===== src/rtl/uart_rx_fifo_pkg.sv =====
// Shared definitions for the oversampling UART receiver: FSM states, per-bit sample points, default tick divider.
package uart_rx_fifo_pkg;

    typedef enum logic [2:0] {
        ST_IDLE,
        ST_START,
        ST_DATA,
        ST_PARITY,
        ST_STOP,
        ST_BREAK
    } rx_state_t;

    localparam logic [3:0] SAMPLE_FIRST = 4'd7;
    localparam logic [3:0] SAMPLE_MID   = 4'd8;
    localparam logic [3:0] SAMPLE_LAST  = 4'd9;

    localparam int DEFAULT_CLKS_PER_TICK = 52;

    function automatic logic majority3(input logic a, input logic b, input logic c);
        return (a & b) | (a & c) | (b & c);
    endfunction

endpackage


===== src/rtl/uart_byte_fifo.sv =====
// Synchronous show-ahead FIFO; pointers carry one extra wrap bit so full/empty come from the MSB compare.
module uart_byte_fifo #(
    parameter int WIDTH = 8,
    parameter int DEPTH = 4
) (
    input  logic             clk,
    input  logic             reset,
    input  logic             wr_en,
    input  logic             rd_en,
    input  logic [WIDTH-1:0] din,
    output logic [WIDTH-1:0] dout,
    output logic             empty,
    output logic             full,
    output logic             overrun
);
    localparam int AW = $clog2(DEPTH);

    logic [WIDTH-1:0] mem [DEPTH];
    logic [AW:0]      wr_ptr;
    logic [AW:0]      rd_ptr;
    logic             do_rd;
    logic             do_wr;

    assign empty = (wr_ptr == rd_ptr);
    assign full  = (wr_ptr[AW] != rd_ptr[AW]) && (wr_ptr[AW-1:0] == rd_ptr[AW-1:0]);
    assign do_rd = rd_en && !empty;
    // A pop in the same cycle frees the slot, so a write into a full FIFO is still accepted.
    assign do_wr = wr_en && (!full || do_rd);
    assign dout  = empty ? '0 : mem[rd_ptr[AW-1:0]];

    always_ff @(posedge clk or negedge reset) begin
        if (!reset) begin
            wr_ptr  <= '0;
            rd_ptr  <= '0;
            overrun <= 1'b0;
        end else begin
            overrun <= wr_en && full && !rd_en;
            if (do_wr) wr_ptr <= wr_ptr + 1'b1;
            if (do_rd) rd_ptr <= rd_ptr + 1'b1;
        end
    end

    always_ff @(posedge clk) begin
        if (do_wr) mem[wr_ptr[AW-1:0]] <= din;
    end

endmodule


===== src/rtl/uart_rx_fifo.sv =====
// 16x-oversampling UART receiver (8N1) feeding a show-ahead byte FIFO.
// Define UART_RX_PARITY_EN to expect an even-parity bit between data bit 7 and the stop bit.
module uart_rx_fifo
    import uart_rx_fifo_pkg::*;
#(
    parameter int CLKS_PER_TICK = DEFAULT_CLKS_PER_TICK,
    parameter int OVERSAMPLE    = 16,
    parameter int FIFO_DEPTH    = 4
) (
    input  logic       clk,
    input  logic       reset,
    input  logic       rx_enable,
    input  logic       rx_in,
    input  logic       rd_en,
    output logic [7:0] rx_data,
    output logic       rx_empty,
    output logic       rx_full,
    output logic       frame_err,
    output logic       overrun
);
    localparam int            CW        = (CLKS_PER_TICK > 1) ? $clog2(CLKS_PER_TICK) : 1;
    localparam logic [CW-1:0] CLK_LAST  = CW'(CLKS_PER_TICK - 1);
    localparam logic [3:0]    TICK_LAST = 4'(OVERSAMPLE - 1);

    rx_state_t     state;
    logic [1:0]    sync;
    logic          rx_sync;
    logic          rx_prev;
    logic [CW-1:0] clk_cnt;
    logic [3:0]    tick_cnt;
    logic [2:0]    bit_cnt;
    logic [1:0]    samp;
    logic [7:0]    shift;
    logic          tick;
    logic          bit_val;
    logic          stop_point;
    logic          parity_ok;
    logic          push;

    assign rx_sync    = sync[1];
    assign tick       = (state != ST_IDLE) && (clk_cnt == CLK_LAST);
    assign bit_val    = majority3(samp[1], samp[0], rx_sync);
    assign stop_point = rx_enable && (state == ST_STOP) && tick && (tick_cnt == SAMPLE_LAST);

`ifdef UART_RX_PARITY_EN
    logic parity_bit;
    assign parity_ok = (parity_bit == ^shift);
`else
    assign parity_ok = 1'b1;
`endif

    assign push = stop_point && bit_val && parity_ok;

    always_ff @(posedge clk or negedge reset) begin
        if (!reset) begin
            state     <= ST_IDLE;
            sync      <= 2'b11;
            rx_prev   <= 1'b1;
            clk_cnt   <= '0;
            tick_cnt  <= '0;
            bit_cnt   <= '0;
            samp      <= '0;
            shift     <= '0;
            frame_err <= 1'b0;
`ifdef UART_RX_PARITY_EN
            parity_bit <= 1'b0;
`endif
        end else begin
            sync      <= {sync[0], rx_in};
            rx_prev   <= rx_sync;
            frame_err <= 1'b0;
            if (!rx_enable) begin
                state    <= ST_IDLE;
                clk_cnt  <= '0;
                tick_cnt <= '0;
                bit_cnt  <= '0;
            end else begin
                if (state != ST_IDLE) clk_cnt <= tick ? '0 : clk_cnt + 1'b1;
                if (tick) begin
                    tick_cnt <= tick_cnt + 1'b1;
                    if (tick_cnt == SAMPLE_FIRST) samp[1] <= rx_sync;
                    if (tick_cnt == SAMPLE_MID)   samp[0] <= rx_sync;
                end
                case (state)
                    ST_IDLE: begin
                        clk_cnt  <= '0;
                        tick_cnt <= '0;
                        bit_cnt  <= '0;
                        if (rx_prev && !rx_sync) state <= ST_START;
                    end
                    // Glitch check at mid start bit; the bit frame then runs to its end so later samples land mid-bit.
                    ST_START: begin
                        if (tick) begin
                            if ((tick_cnt == SAMPLE_FIRST) && rx_sync) begin
                                state <= ST_IDLE;
                            end else if (tick_cnt == TICK_LAST) begin
                                tick_cnt <= '0;
                                state    <= ST_DATA;
                            end
                        end
                    end
                    ST_DATA: begin
                        if (tick) begin
                            if (tick_cnt == SAMPLE_LAST) shift <= {bit_val, shift[7:1]};
                            if (tick_cnt == TICK_LAST) begin
                                tick_cnt <= '0;
                                bit_cnt  <= bit_cnt + 1'b1;
                                if (bit_cnt == 3'd7) begin
`ifdef UART_RX_PARITY_EN
                                    state <= ST_PARITY;
`else
                                    state <= ST_STOP;
`endif
                                end
                            end
                        end
                    end
`ifdef UART_RX_PARITY_EN
                    ST_PARITY: begin
                        if (tick) begin
                            if (tick_cnt == SAMPLE_LAST) parity_bit <= bit_val;
                            if (tick_cnt == TICK_LAST) begin
                                tick_cnt <= '0;
                                state    <= ST_STOP;
                            end
                        end
                    end
`endif
                    ST_STOP: begin
                        if (stop_point) begin
                            if (push) begin
                                state <= ST_IDLE;
                            end else begin
                                frame_err <= 1'b1;
                                state     <= ST_BREAK;
                            end
                        end
                    end
                    ST_BREAK: begin
                        if (rx_sync) state <= ST_IDLE;
                    end
                    default: state <= ST_IDLE;
                endcase
            end
        end
    end

    uart_byte_fifo #(
        .WIDTH (8),
        .DEPTH (FIFO_DEPTH)
    ) u_fifo (
        .clk     (clk),
        .reset   (reset),
        .wr_en   (push),
        .rd_en   (rd_en),
        .din     (shift),
        .dout    (rx_data),
        .empty   (rx_empty),
        .full    (rx_full),
        .overrun (overrun)
    );

endmodule

===== config.mk =====
export PLATFORM = sky130hd
export DESIGN_NAME = uart_rx_fifo
export DESIGN_NICKNAME = d
export VERILOG_FILES = /design/src/rtl/uart_rx_fifo_pkg.sv /design/src/rtl/uart_byte_fifo.sv /design/src/rtl/uart_rx_fifo.sv
export SDC_FILE = /design/constraint.sdc
export NUM_CORES = 1
export LEC_CHECK = 0
export BUFFER_PORTS_ARGS = -buffer_cell sky130_fd_sc_hd__buf_2
export CAP_MARGIN = 10
export CORE_MARGIN = 4
export CORE_UTILIZATION = 55
export CTS_CLUSTER_SIZE = 40
export DETAILED_ROUTE_END_ITERATION = 8
export PLACE_DENSITY = 0.71
export SLEW_MARGIN = 30
export SYNTH_ARGS = -nofsm -noshare
export SYNTH_HDL_FRONTEND = slang
export SYNTH_SLANG_ARGS = --single-unit

===== constraint.sdc =====
create_clock -name clk -period 2.2 [get_ports clk]
set_input_delay 0.22 -clock clk [delete_from_list [all_inputs] [get_ports clk]]
set_output_delay 0.22 -clock clk [all_outputs]
set_load 0.01 [all_outputs]

Yosys cells after proc, flatten, opt, wreduce, memory -nomap -nowiden
Memories as Yosys holds them, arrays and structs flattened.
Index checks and enable logic that the tools add are counted.
- flip-flop bits (word level): 37
- bits in writable memories: 32
- memories: 1
- latch bits: 0
- word-level logic and storage cells: 105
- memory bits (read-only): 0
- memory list (name ; words ; width ; read ports ; clocked after memory_dff ; wr ports ; RTL line ; source):
    u_fifo.mem ; 4 ; 8 ; 1 ; 0 ; 1 ; uart_byte_fifo.sv:18 ; logic [WIDTH-1:0] mem [DEPTH];
- divide/modulo/power cells: 0
- shift-type cells: 0
- muxes and demuxes: 34
- reductions and logical operators: 24
- magnitude comparators: 0
- bitwise operators: 5
- add/sub/neg operators: 5
- multiply operators: 0
- equality and inequality tests: 23
- operator list (operator ; number):
    $mux W3 ; 14
    $mux W4 ; 6
    $mux W6 ; 4
    $ne A3 B3 Y1 const B ; 7
    $pmux W3 S5 ; 1
    $eq A4 B4 Y1 const B ; 3
    $logic_and A1 B1 Y1 ; 12
    $pmux W4 S3 ; 1
    $add A3 B1 Y3 const B ; 3
    $eq A3 B3 Y1 const B ; 3
    $reduce_and A3 Y1 ; 3
    $mux W8 ; 1
    $reduce_and A8 Y1 ; 1
    $add A6 B1 Y6 const B ; 1
    $eq A6 B6 Y1 const B ; 1
    $mux W1 ; 6
    $ne A3 B1 Y1 const B ; 2
    $pmux W3 S2 ; 1
    $add A4 B1 Y4 const B ; 1
    $eq A4 B3 Y1 const B ; 1
    $logic_not A1 Y1 ; 4
    $ne A4 B4 Y1 const B ; 1
    $reduce_and A4 Y1 ; 1
    $and A1 B1 Y1 ; 3
    other kinds (9) ; 10

Logic depth before layout (Yosys ltp)
Gate-level depths: netlist of run 1.
- depth after elaboration: 9
- gate-level depth with buffers: 7

Cells and area by module
Synthesis of run 1 repeated with hierarchy kept, for this count alone.
- cell total of the unflattened synthesis: 227
- area total of the unflattened synthesis: 3185.6 um^2
- modules (own cells, without submodules) (module ; instances ; cells each ; area an instance (um^2) ; sequential area each (um^2)):
    uart_byte_fifo ; 1 ; 90 ; 1679.1 ; 1136.1
    uart_rx_fifo ; 1 ; 137 ; 1506.4 ; 754.5

Least setup slack after synthesis of run 1
OpenSTA, ideal clock, no wires.
- path type: flip-flop to flip-flop
- start point: register sync[1]
- end point: memory u_fifo.mem[2][1] (enable)
- stages on the path, launching flop included: 5
- path slack: 0.331 ns
- period minus slack after synthesis: 1.869 ns
- setup time: 0.332 ns
- arrival time: 1.538 ns
- buffers on the path: 0
- required time: 1.868 ns
- cell sequence: dfstp_2 > maj3_1 > nand4_2 > nor3b_4 > and2_1
- word-level cells in the longest chain between the ends: 7
- elaborated cells on any way between the ends: 8
- ends and longest elaborated chain (what ; RTL line ; source):
    start, declared ; uart_rx_fifo.sv:26 ; logic [1:0] sync;
    start signal, assigned ; uart_rx_fifo.sv:69 ; sync <= {sync[0], rx_in};
    $and A1 B1 Y1 ; uart_rx_fifo_pkg.sv:20 ; return (a & b) | (a & c) | (b & c);
    $or A1 B1 Y1 ; uart_rx_fifo_pkg.sv:20 ;
    $or A1 B1 Y1 (*) ; uart_rx_fifo_pkg.sv:20 ;
    $logic_and A1 B1 Y1 (*) ; uart_rx_fifo.sv:52 ; assign push = stop_point && bit_val && parity_ok;
    $logic_and A1 B1 Y1 (*) ; uart_byte_fifo.sv:28 ; assign do_wr = wr_en && (!full || do_rd);
    $mux W1 (*) ; uart_byte_fifo.sv:44 ; if (do_wr) mem[wr_ptr[AW-1:0]] <= din;
    $mux W1 (not written as such) (*) ; uart_byte_fifo.sv:44 ;
    end, declared ; uart_byte_fifo.sv:18 ;
Mark *: on every way between the ends. The rest lies on a longest branch, timed or not.

Worst setup path after layout of run 1
- start point: register u_fifo.rd_ptr[0]
- end point: output port rx_data[2]
- word-level cells in the longest chain between the ends: 2
- elaborated cells on any way between the ends: 3
- ends and longest elaborated chain (what ; RTL line ; source):
    start, declared ; uart_byte_fifo.sv:20 ; logic [AW:0] rd_ptr;
    start signal, assigned ; uart_byte_fifo.sv:39 ; if (do_rd) rd_ptr <= rd_ptr + 1'b1;
    $mem_v2 Z4 W8 / $eq A3 B3 Y1 (equally long branches) ; - ;
    $mux W8 (*) ; uart_byte_fifo.sv:29 ; assign dout = empty ? '0 : mem[rd_ptr[AW-1:0]];
    end, declared ; uart_rx_fifo.sv:15 ; output logic [7:0] rx_data,
Marks and branches as above.

==> results of run 1 <==
==> layout by cell type, fill, tap and decap left out, types with 6 or more instances in the layout <==
master    count
buf_4         8
xor2_1        7
dfrtp_1      34
buf_2        16
ha_1         11
nand3_1       6
inv_1        10
nand2_1      12
nor2_1       16
clkbuf_8      9
nor2b_1      10
a21oi_1       7
mux2_1       10
edfxtp_1     32
mux4_1        8
xnor2_1       7
==> metrics by stage <==
stage | hold WS, ps | instance area, um2 | worst slack [ps] | std cells | power, W
2_1_floorplan | -75.59 | 3217 | 330.8 | 232 | 0.001944
3_3_place_gp | 326.3 | 3396 | 187.8 | 319 | 0.002075
3_5_place_dp | 326.6 | 3396 | 106.1 | 319 | 0.002095
4_1_cts | 175.9 | 3606 | 89.95 | 337 | 0.003094
5_1_grt | 197.8 | 3610 | 39.03 | 337 | 0.003236
6_report | 183.7 | 3610 | 198.2 | 337 | 0.003063
==> worst paths after layout <==
kind	slack, ps	startpoint	to	depth (start not counted)
min in group asynchronous	500	reset	clk_cnt[1]	2
setup reg to reg	220	tick_cnt[1]	u_fifo.mem[2][0]	6
max in group asynchronous	1200	reset	bit_cnt[1]	2
setup / recovery	200	u_fifo.rd_ptr[0]	rx_data[2]	4
hold / removal	180	rd_en	u_fifo.overrun	3
hold reg to reg	360	sync[0]	sync[1]	0
==> sequential cells by signal, indices dropped and copies added (netlist names), 3 cells and up <==
signal / cells
bit_cnt: 3
clk_cnt: 6
shift: 8
state: 3
tick_cnt: 4
u_fifo.mem: 32
u_fifo.rd_ptr: 3
u_fifo.wr_ptr: 3
==> final cells by class <==
| cell class | count | area share |
|---|---|---|
| repair buffers | 26 | 0.04437 |
| clock inverters | 6 | 0.01733 |
| flip-flops and latches | 69 | 0.5237 |
| clock buffers | 10 | 0.03536 |
| multi-input cells | 144 | 0.3438 |
| well taps | 72 | 0.02496 |
| inverters | 10 | 0.01040 |
==> metal layers <==
| metal | part of all wire | up-vias | global-route usage |
|---|---|---|---|
| met2 | 0.51 | 36 | 0.2762 |
| met3 | 0.034 | 13 | 0.03042 |
| met1 | 0.44 | 886 | 0.2116 |
| li1 | - | 894 | - |
| met5 | 0 | - | 0 |
| met4 | 0.020 | 0 | 0.08921 |
==> what timing repair did <==
item,CTS,global route
endpoints found under the hold margin,35,0
endpoints found under the setup margin,0,24
hold buffers,2,0
resized for setup,0,3
buffers inserted,0,0
==> cells by family after synthesis <==
family / count (synthesis) / synth area share
xor gates and xnor gates: 14 / 0.03812
muxes: 23 / 0.1182
AOI/OAI and AO/OA: 22 / 0.04978
and+or+nand+nor: 73 / 0.1326
adders and majority gates: 12 / 0.04590
buffers and inverters: 19 / 0.02762
DFF: 69 / 0.5877
==> where the power goes <==
group          leakage, nW  internal [W]  total (W)  switching, W
Combinational        0.693      0.000281   0.000612      0.000331
Sequential           0.859       0.00140    0.00145     0.0000575
Clock               0.0970      0.000524   0.000996      0.000472
Total                 1.65       0.00220    0.00306      0.000861
==> worst max-delay path, stage by stage, from the launching register on <==
cell and delay (ps):
dfrtp_1 380, buf_4 220, mux4_1 570, nor2b_1 140
buf_2 130
==> results.md, run 1 <==
* Clock insertion delay at the later pin of the skew report at 340 ps
* Most area-hungry cell type in the Yosys netlist: edfxtp_1
* Highest net fanout along the worst path at 10
* Count of endpoints failing hold in the final timing report at 0
* Maximum ir drop on the vdd rail at 0.4832 mV
* CP arrival at 1780 ps
* Fin nets at 276
* Pin count of the biggest net entering global routing at 38
* Unrepaired setup endpoints after global routing: no
* Cell at the root of the clock tree: clkbuf_8
* Area of the mapped netlist at 3217 um2
* Critical Path Source Type: flip-flop
* Setup TNS after final layout at 0 ps
* Worst slew pin tran at 791.3 ps
* Syn Nets at 248
* Most used flip-flop cell after synthesis: dfrtp_1
* Finish-stage setup viols at 0
* Final slew viol count at 0
* Die area at 7136 um2
* Max-cap violations at 0
* Proportion of netlist area held by the largest area contributor at 0.2987
* Height of the die at 84.48 um
* Critical path type: flip-flop to primary output
* Multi-input combinational cell area at 1241 um2
* Overall track demand over capacity in global routing at 0.1678
* Power density over the cells at 848.6 nW/um2
* Final wirelength at 5.340 mm
* Count of flip-flops with a built-in enable after synthesis at 32
* Clock tree from TritonCTS: yes
* Yosys warns at 0
* Leakage component of the power at 1.649 nW
* Drt pass-1 iters at 4
* Number of buffers inserted by port buffering at 16
* Sequential cell area at 1891 um2
* TritonCTS Buffers at 9
* Starting DRC count in detailed routing at 58
* Proportion of synthesized chip area in sequential cells at 0.5877
* Grt total ovfl at 0
* Final-layout fill cell count at 424
* Initial antenna violation count at 0
* Library cells used by synthesis at 51
* Layout cells sized above 1 at 0.2226
* Run status: complete, no violations
* Antenna violation net count after detailed routing at 0
* Required time of the worst setup path at 1980 ps
* Final HPWL DP at 3.766 mm
* Area Growth Syn to Fin at 12.21%
* Post-synthesis async set-or-reset flop share at 0.5362
* Highest Clock Rate at 0.4995 GHz
* Maximum buffer depth of the clock tree at 2
* Horizontal extent of the die at 84.48 um
* Global-route wire length before repair at 9.211 mm
* Min cycle time layout at 2002 ps
* Number of core rows at 27
* Number of global-route vias before repair at 1863
* Average wire per cell in the routed design at 15.85 um
* Count of vias placed by the detailed router at 1829
* Flop and latch count out of synthesis at 69
* Average instance area after synthesis at 13.87 um2
* CTS H-tree lvls at 3
* I/O pin count at 17
* Largest cells by area after synthesis: edfxtp_1, dfrtp_1, mux4_1, ha_1, mux2_1
* Dominant cell by count in the synthesized netlist: dfrtp_1
* Routed vias/inst at 5.427
* Utilization of the core after routing at 0.6476
* Number of clock sinks at 69
* Mapped Cells at 232
* Tcrit/Tclk final at 0.9099
* Global placement routability congestion at 0.8726
* Initial standard-cell utilization of the core at 0.5771
* Reg clk slew, reported paths at 70 ps
* Ant. Diodes at 0
* Most instantiated cells after synthesis: dfrtp_1, edfxtp_1, nor2_1
* Worst Setup End Kind: primary output
* Worst min path class: primary input to flip-flop
* Worst clock skew at 6.169 ps
* Post-route DRC violation count at 0
* Slew headroom at 0.4725
* Core region area at 5574 um2
Power figures use the tool's default switching activity.
==> run 2, diff against run 1 <==
Settings changed: CORE_ASPECT_RATIO from default to 1.2.
==> run 2 against run 1 <==
  * Worst setup slack got worse by 11 ps
  * Cell area rose by 0.90%
  * Combinational power fell by 0.8%
  * Final cell count rose by 3.0%
  * Clock skew fell by 0.74 ps
  * Utilization fell by 0.50 points
  * Sequential power barely moved
  * Critical path type is now flip-flop to flip-flop
  * Critical endpoint is now u_fifo.mem[0][0]
  * Largest power group unchanged
==> results.md, run 2 (same netlist as run 1, synthesis figures left out) <==
* Average wire per cell in the routed design at 15.32 um
* CP Capture Point: u_fifo.mem[0][0]
* Global-route wire length before repair at 9.039 mm
* Critical R2R Capture: u_fifo.mem[0][0]
* Utilization of the core after routing at 0.6426
* Highest net fanout along the worst path at 8
* Layout cells sized above 1 at 0.2247
* Worst clock skew at 5.427 ps
* Worst Setup SP: tick_cnt[1]
* Critical Path Source Type: flip-flop
* Number of global-route vias before repair at 1875
* Buf/Inv on CP at 1
* Ant. Diodes at 0
* Pin count of the biggest net entering global routing at 38
* Core region area at 5668 um2
* Cell at the root of the clock tree: clkbuf_8
* Drt pass-1 iters at 4
* Global placement routability congestion at 0.8691
* Number of clock sinks at 69
* Dominant delay contributor by cell family on the critical path: simple AND/OR/NAND/NOR gates
* Post-route DRC violation count at 0
* Critical path's slowest cell: dfrtp_1
* Reg clk slew, reported paths at 70 ps
* Maximum ir drop on the vdd rail at 0.4545 mV
* Worst Setup End Kind: flip-flop
* Max-cap violations at 0
* Routed vias/inst at 5.216
* Cells traversed along the worst timing path: inv_1 > ha_1 > and3b_1 > nand4_2 > nor3b_4 > and2_1
* Die area at 7141 um2
* Worst min path class: primary input to flip-flop
* Slew headroom at 0.6849
* I/O pin count at 17
* Power density over the cells at 843.1 nW/um2
* Clock insertion delay at the later pin of the skew report at 340 ps
* Number of core rows at 30
* Tcrit/Tclk final at 0.9149
* Count of endpoints failing hold in the final timing report at 0
* Setup TNS after final layout at 0 ps
* Commonest cells after routing, fill and taps aside: dfrtp_1, edfxtp_1, nor2_1
* Multi-input combinational cell area at 1239 um2
* Sequential cell area at 1891 um2
* TritonCTS Buffers at 9
* Clock tree from TritonCTS: yes
* Critical path type: flip-flop to flip-flop
* Unrepaired setup endpoints after global routing: no
* Finish-stage setup viols at 0
* Leakage component of the power at 1.661 nW
* CP arrival at 2010 ps
* Height of the die at 91.78 um
* R2R setup slack at 190 ps
* Number of buffers inserted by port buffering at 16
* Final slew viol count at 0
* Starting DRC count in detailed routing at 109
* Final wirelength at 5.316 mm
* Fin nets at 278
* Antenna violation net count after detailed routing at 0
* Final HPWL DP at 3.829 mm
* Initial standard-cell utilization of the core at 0.5675
* Run status: complete, no violations
* Required time of the worst setup path at 2200 ps
* Crit. path cell count at 6
* CTS H-tree lvls at 3
* Grt total ovfl at 0
* Overall track demand over capacity in global routing at 0.1672
* Count of vias placed by the detailed router at 1810
* Critical path's largest stage delay at 410 ps
* Min cycle time layout at 2013 ps
* Final-layout fill cell count at 433
* Largest register FFs at 32
* Highest Clock Rate at 0.4968 GHz
* Worst reg-to-reg path cell count at 6
* Post-CTS Setup Bufs at 0
* Initial antenna violation count at 0
* Worst slew pin tran at 472.6 ps
* Horizontal extent of the die at 77.82 um
* Commonest non-fill, non-tap cell in the layout: dfrtp_1
* R2r startpoint: tick_cnt[1]
* Area Growth Syn to Fin at 13.22%
* Maximum buffer depth of the clock tree at 2
[run 2: changes by cell type in the layout (fill, tap and decap cells not counted), sizes merged]
cell,delta
clkbuf,-1
inv,-1
buf,+2
clkinv,+2
[run 2: power breakdown]
| group | total (W) | internal [W] | switching (W) |
|---|---|---|---|
| registers | 0.00145 | 0.00140 | 0.0000484 |
| logic | 0.000607 | 0.000285 | 0.000322 |
| clock network | 0.00102 | 0.000527 | 0.000492 |
[run 2: worst min-delay path by stage]
stage / cells after the start / endpoint / slack, ps / from
after floorplan: 0 / bit_cnt[0] / -80 / reset
after global placement: 1 / sync[0] / 330 / rx_in
after detailed placement: 1 / sync[0] / 330 / rx_in
after CTS: 1 / shift[3] / 0.2 / reset
after global routing: 3 / u_fifo.overrun / 180 / rd_en
final: 3 / u_fifo.overrun / 190 / rd_en
[run 2: tightest hold or removal path: stages]
cell and delay [ps]:
buf_2 90, or4_4 130, nor3_1 50
[run 2: timing repair]
action,CTS,global route
setup endpoints to repair,0,8
gates resized for setup,0,1
hold buffers,1,1
endpoints found under the hold margin,1,34
[run 2: routing by layer]
metal	part of all wire	up-vias	track usage
met3	0.032	10	0.04126
li1	-	899	-
met1	0.41	874	0.1947
met5	0	-	0
met4	0.018	0	0.07122
met2	0.54	27	0.2907
[run 2: cell type report]
| class | count | area share |
|---|---|---|
| sequential | 69 | 0.5191 |
| multi-input combinational | 144 | 0.3401 |
| tap | 80 | 0.02748 |
| inverter | 10 | 0.01031 |
| clock buffer | 9 | 0.03401 |
| clock inverter | 7 | 0.02027 |
| timing repair buffer | 28 | 0.04878 |
[run 2: metrics by stage]
step	hold WS (ps)	instances	worst slack (ps)	power (W)	cell area [um2]
global route	183.5	347	17.46	0.003241	3642
floorplan	-75.59	232	330.8	0.001944	3217
global placement	326.2	329	240.5	0.002083	3421
detailed placement	331.9	329	140.8	0.002086	3421
finish	190.8	347	187.2	0.003071	3642
CTS	0.2335	346	130.2	0.003105	3628
==> run 3, diff against run 2 <==
Settings changed: CORE_UTILIZATION 55 to 45, HOLD_SLACK_MARGIN from default to 0.08, PLACE_DENSITY 0.71 to 0.6.
==> run 3 against run 2 <==
  * Register-to-register slack improved by 70 ps
  * Clock skew rose by 1.5 ps
  * Die area rose by 20%
  * Hold slack got worse by 11 ps
  * Routed wire length fell by 0.92%
  * Sequential share of layout area fell by 0.86 points
  * Worst setup slack improved by 45 ps
  * Critical path type is now flip-flop to primary output
  * Critical endpoint is now rx_data[6]
  * Largest cell class unchanged
  * Largest power group unchanged
  * Highest routed layer unchanged
==> results.md, run 3 (same netlist as run 1, synthesis figures left out) <==
* Run status: complete, no violations
* Cells traversed along the worst timing path: buf_4 > mux4_1 > nor2b_1 > buf_2
* Area Growth Syn to Fin at 15.13%
* Horizontal extent of the die at 85.18 um
* Worst clock skew at 6.911 ps
* Initial standard-cell utilization of the core at 0.4665
* Clock tree from TritonCTS: yes
* Power density over the cells at 895.2 nW/um2
* Reg clk slew, reported paths at 70 ps
* Count of endpoints failing hold in the final timing report at 0
* Cell depth of the worst hold path at 3
* Worst Setup End Kind: primary output
* Post-CTS Setup Bufs at 0
* CTS H-tree lvls at 3
* CP arrival at 1750 ps
* Number of global-route vias before repair at 1920
* Starting DRC count in detailed routing at 115
* Grt total ovfl at 0
* Critical path type: flip-flop to primary output
* Highest Clock Rate at 0.5082 GHz
* Antenna violation net count after detailed routing at 0
* Maximum ir drop on the vdd rail at 0.3910 mV
* Critical Path Source Type: flip-flop
* Critical path's slowest cell: mux4_1
* Average wire per cell in the routed design at 14.88 um
* Initial antenna violation count at 0
* Max-cap violations at 0
* Count of vias placed by the detailed router at 1839
* Layout cells sized above 1 at 0.2285
* Routed vias/inst at 5.195
* Cell at the root of the clock tree: clkbuf_8
* Pwr Total at 0.003315 W
* Part of the power in registers at 0.435
* Pin count of the biggest net entering global routing at 38
* Final std cell area, no fill at 3704 um2
* Core region area at 6895 um2
* Worst min path class: primary input to flip-flop
* Slew headroom at 0.6797
* Post-route DRC violation count at 0
* Commonest non-fill, non-tap cell in the layout: dfrtp_1
* Total cell area at the placement stage at 3430 um2
* Unrepaired setup endpoints after global routing: no
* Min cycle time layout at 1968 ps
* Beginning of the worst hold path: rd_en
* Setup TNS after final layout at 0 ps
* Global placement routability congestion at 0.7766
* Highest net fanout along the worst path at 10
* Largest register FFs at 32
* R2r startpoint: tick_cnt[1]
* Commonest cells after routing, fill and taps aside: dfrtp_1, edfxtp_1, nor2_1
* Die area at 8571 um2
* Clock insertion delay at the later pin of the skew report at 340 ps
* Clock network fraction of design power at 0.379
* Required time of the worst setup path at 1980 ps
* Number of buffers inserted by port buffering at 16
* TritonCTS Buffers at 9
* Ant. Diodes at 0
* I/O pin count at 17
* Fraction of power spent switching nets at 0.2568
* P_int at 0.002464 W
* Final wirelength at 5.267 mm
* Drt pass-1 iters at 4
* Fin nets at 278
* Buf/Inv on CP at 2
* Destination of the worst hold path: u_fifo.overrun
* Final HPWL DP at 3.788 mm
* Number of clock sinks at 69
* Final slew viol count at 0
* Worst reg-to-reg path cell count at 6
* Maximum buffer depth of the clock tree at 2
* Finish-stage setup viols at 0
* R2R setup slack at 260 ps
* Number of core rows at 33
* Critical R2R Capture: u_fifo.mem[2][7]
* Dominant delay contributor by cell family on the critical path: multiplexers
* Global-route wire length before repair at 8.976 mm
* Height of the die at 100.6 um
* Critical path's largest stage delay at 560 ps
* Power dissipated by switching net loads at 0.0008514 W
* Tcrit/Tclk final at 0.8944
* Leakage component of the power at 1.683 nW
* Worst slew pin tran at 480.5 ps
* Gate power share at 0.186
* Overall track demand over capacity in global routing at 0.1388
-- run 3: changes by cell type in the layout (fill, tap and decap cells not counted), sizes merged --
| cell | delta |
|---|---|
| clkinv | -2 |
| clkbuf | +1 |
| inv | -1 |
| bufinv | +2 |
-- run 3: repair_timing --
item | CTS | global route
hold endpoints to repair | 35 | 0
setup endpoints to repair | 0 | 18
resized for setup | 0 | 3
hold buffers | 2 | 0
-- run 3: worst max-delay path by stage --
stage	from	end	depth (start not counted)
global placement	tick_cnt[1]	u_fifo.mem[2][1]	6
global route	tick_cnt[1]	u_fifo.mem[2][7]	6
CTS	tick_cnt[1]	u_fifo.mem[0][5]	6
floorplan	sync[1]	u_fifo.mem[2][1]	4
finish	u_fifo.rd_ptr[0]	rx_data[6]	4
detailed placement	tick_cnt[1]	u_fifo.mem[0][0]	6
-- run 3: worst register-to-register path, stage by stage, from the launching register on --
cell and delay [ps]:
dfrtp_1 410, inv_1 90, ha_1 150, and3b_1 180, nand4_2 150, nor3b_4 330, and2_2 320
-- run 3: layout make-up --
class / count / area, um2
inverters: 10 / 37.54
repair buffers: 28 / 177.7
clock buffers: 10 / 137.6
well taps: 87 / 108.9
flip-flops and latches: 69 / 1891
fillers: 552 / 3192
multi-input cells: 144 / 1241
clock inverters: 6 / 110.1
-- run 3: through the flow --
step | setup slack [ps] | util | cells | hold WS, ps
finish | 232.3 | 0.5371 | 354 | 180.1
floorplan | 330.8 | - | 232 | -75.59
global route | 98.66 | 0.5371 | 354 | 165.4
detailed placement | 129.9 | 0.4974 | 336 | 330.6
CTS | 121.9 | 0.5362 | 354 | 156.7
global placement | 223.3 | 0.4974 | 336 | 327.8
-- run 3: metal layers --
layer	wire [um]	global-route usage
met2	2676	0.2321
met5	0	0
met1	2201	0.1531
met3	231	0.04824
met4	156	0.07917
-- run 3: power by group through the flow --
stage / clock network [W] / registers, W / logic [W]
after CTS: 0.00130 / 0.00144 / 0.000628
after floorplan: 0 / 0.00145 / 0.000491
after detailed placement: 0 / 0.00147 / 0.000623
after global placement: 0 / 0.00147 / 0.000620
final: 0.00126 / 0.00144 / 0.000616
after global routing: 0.00135 / 0.00145 / 0.000680
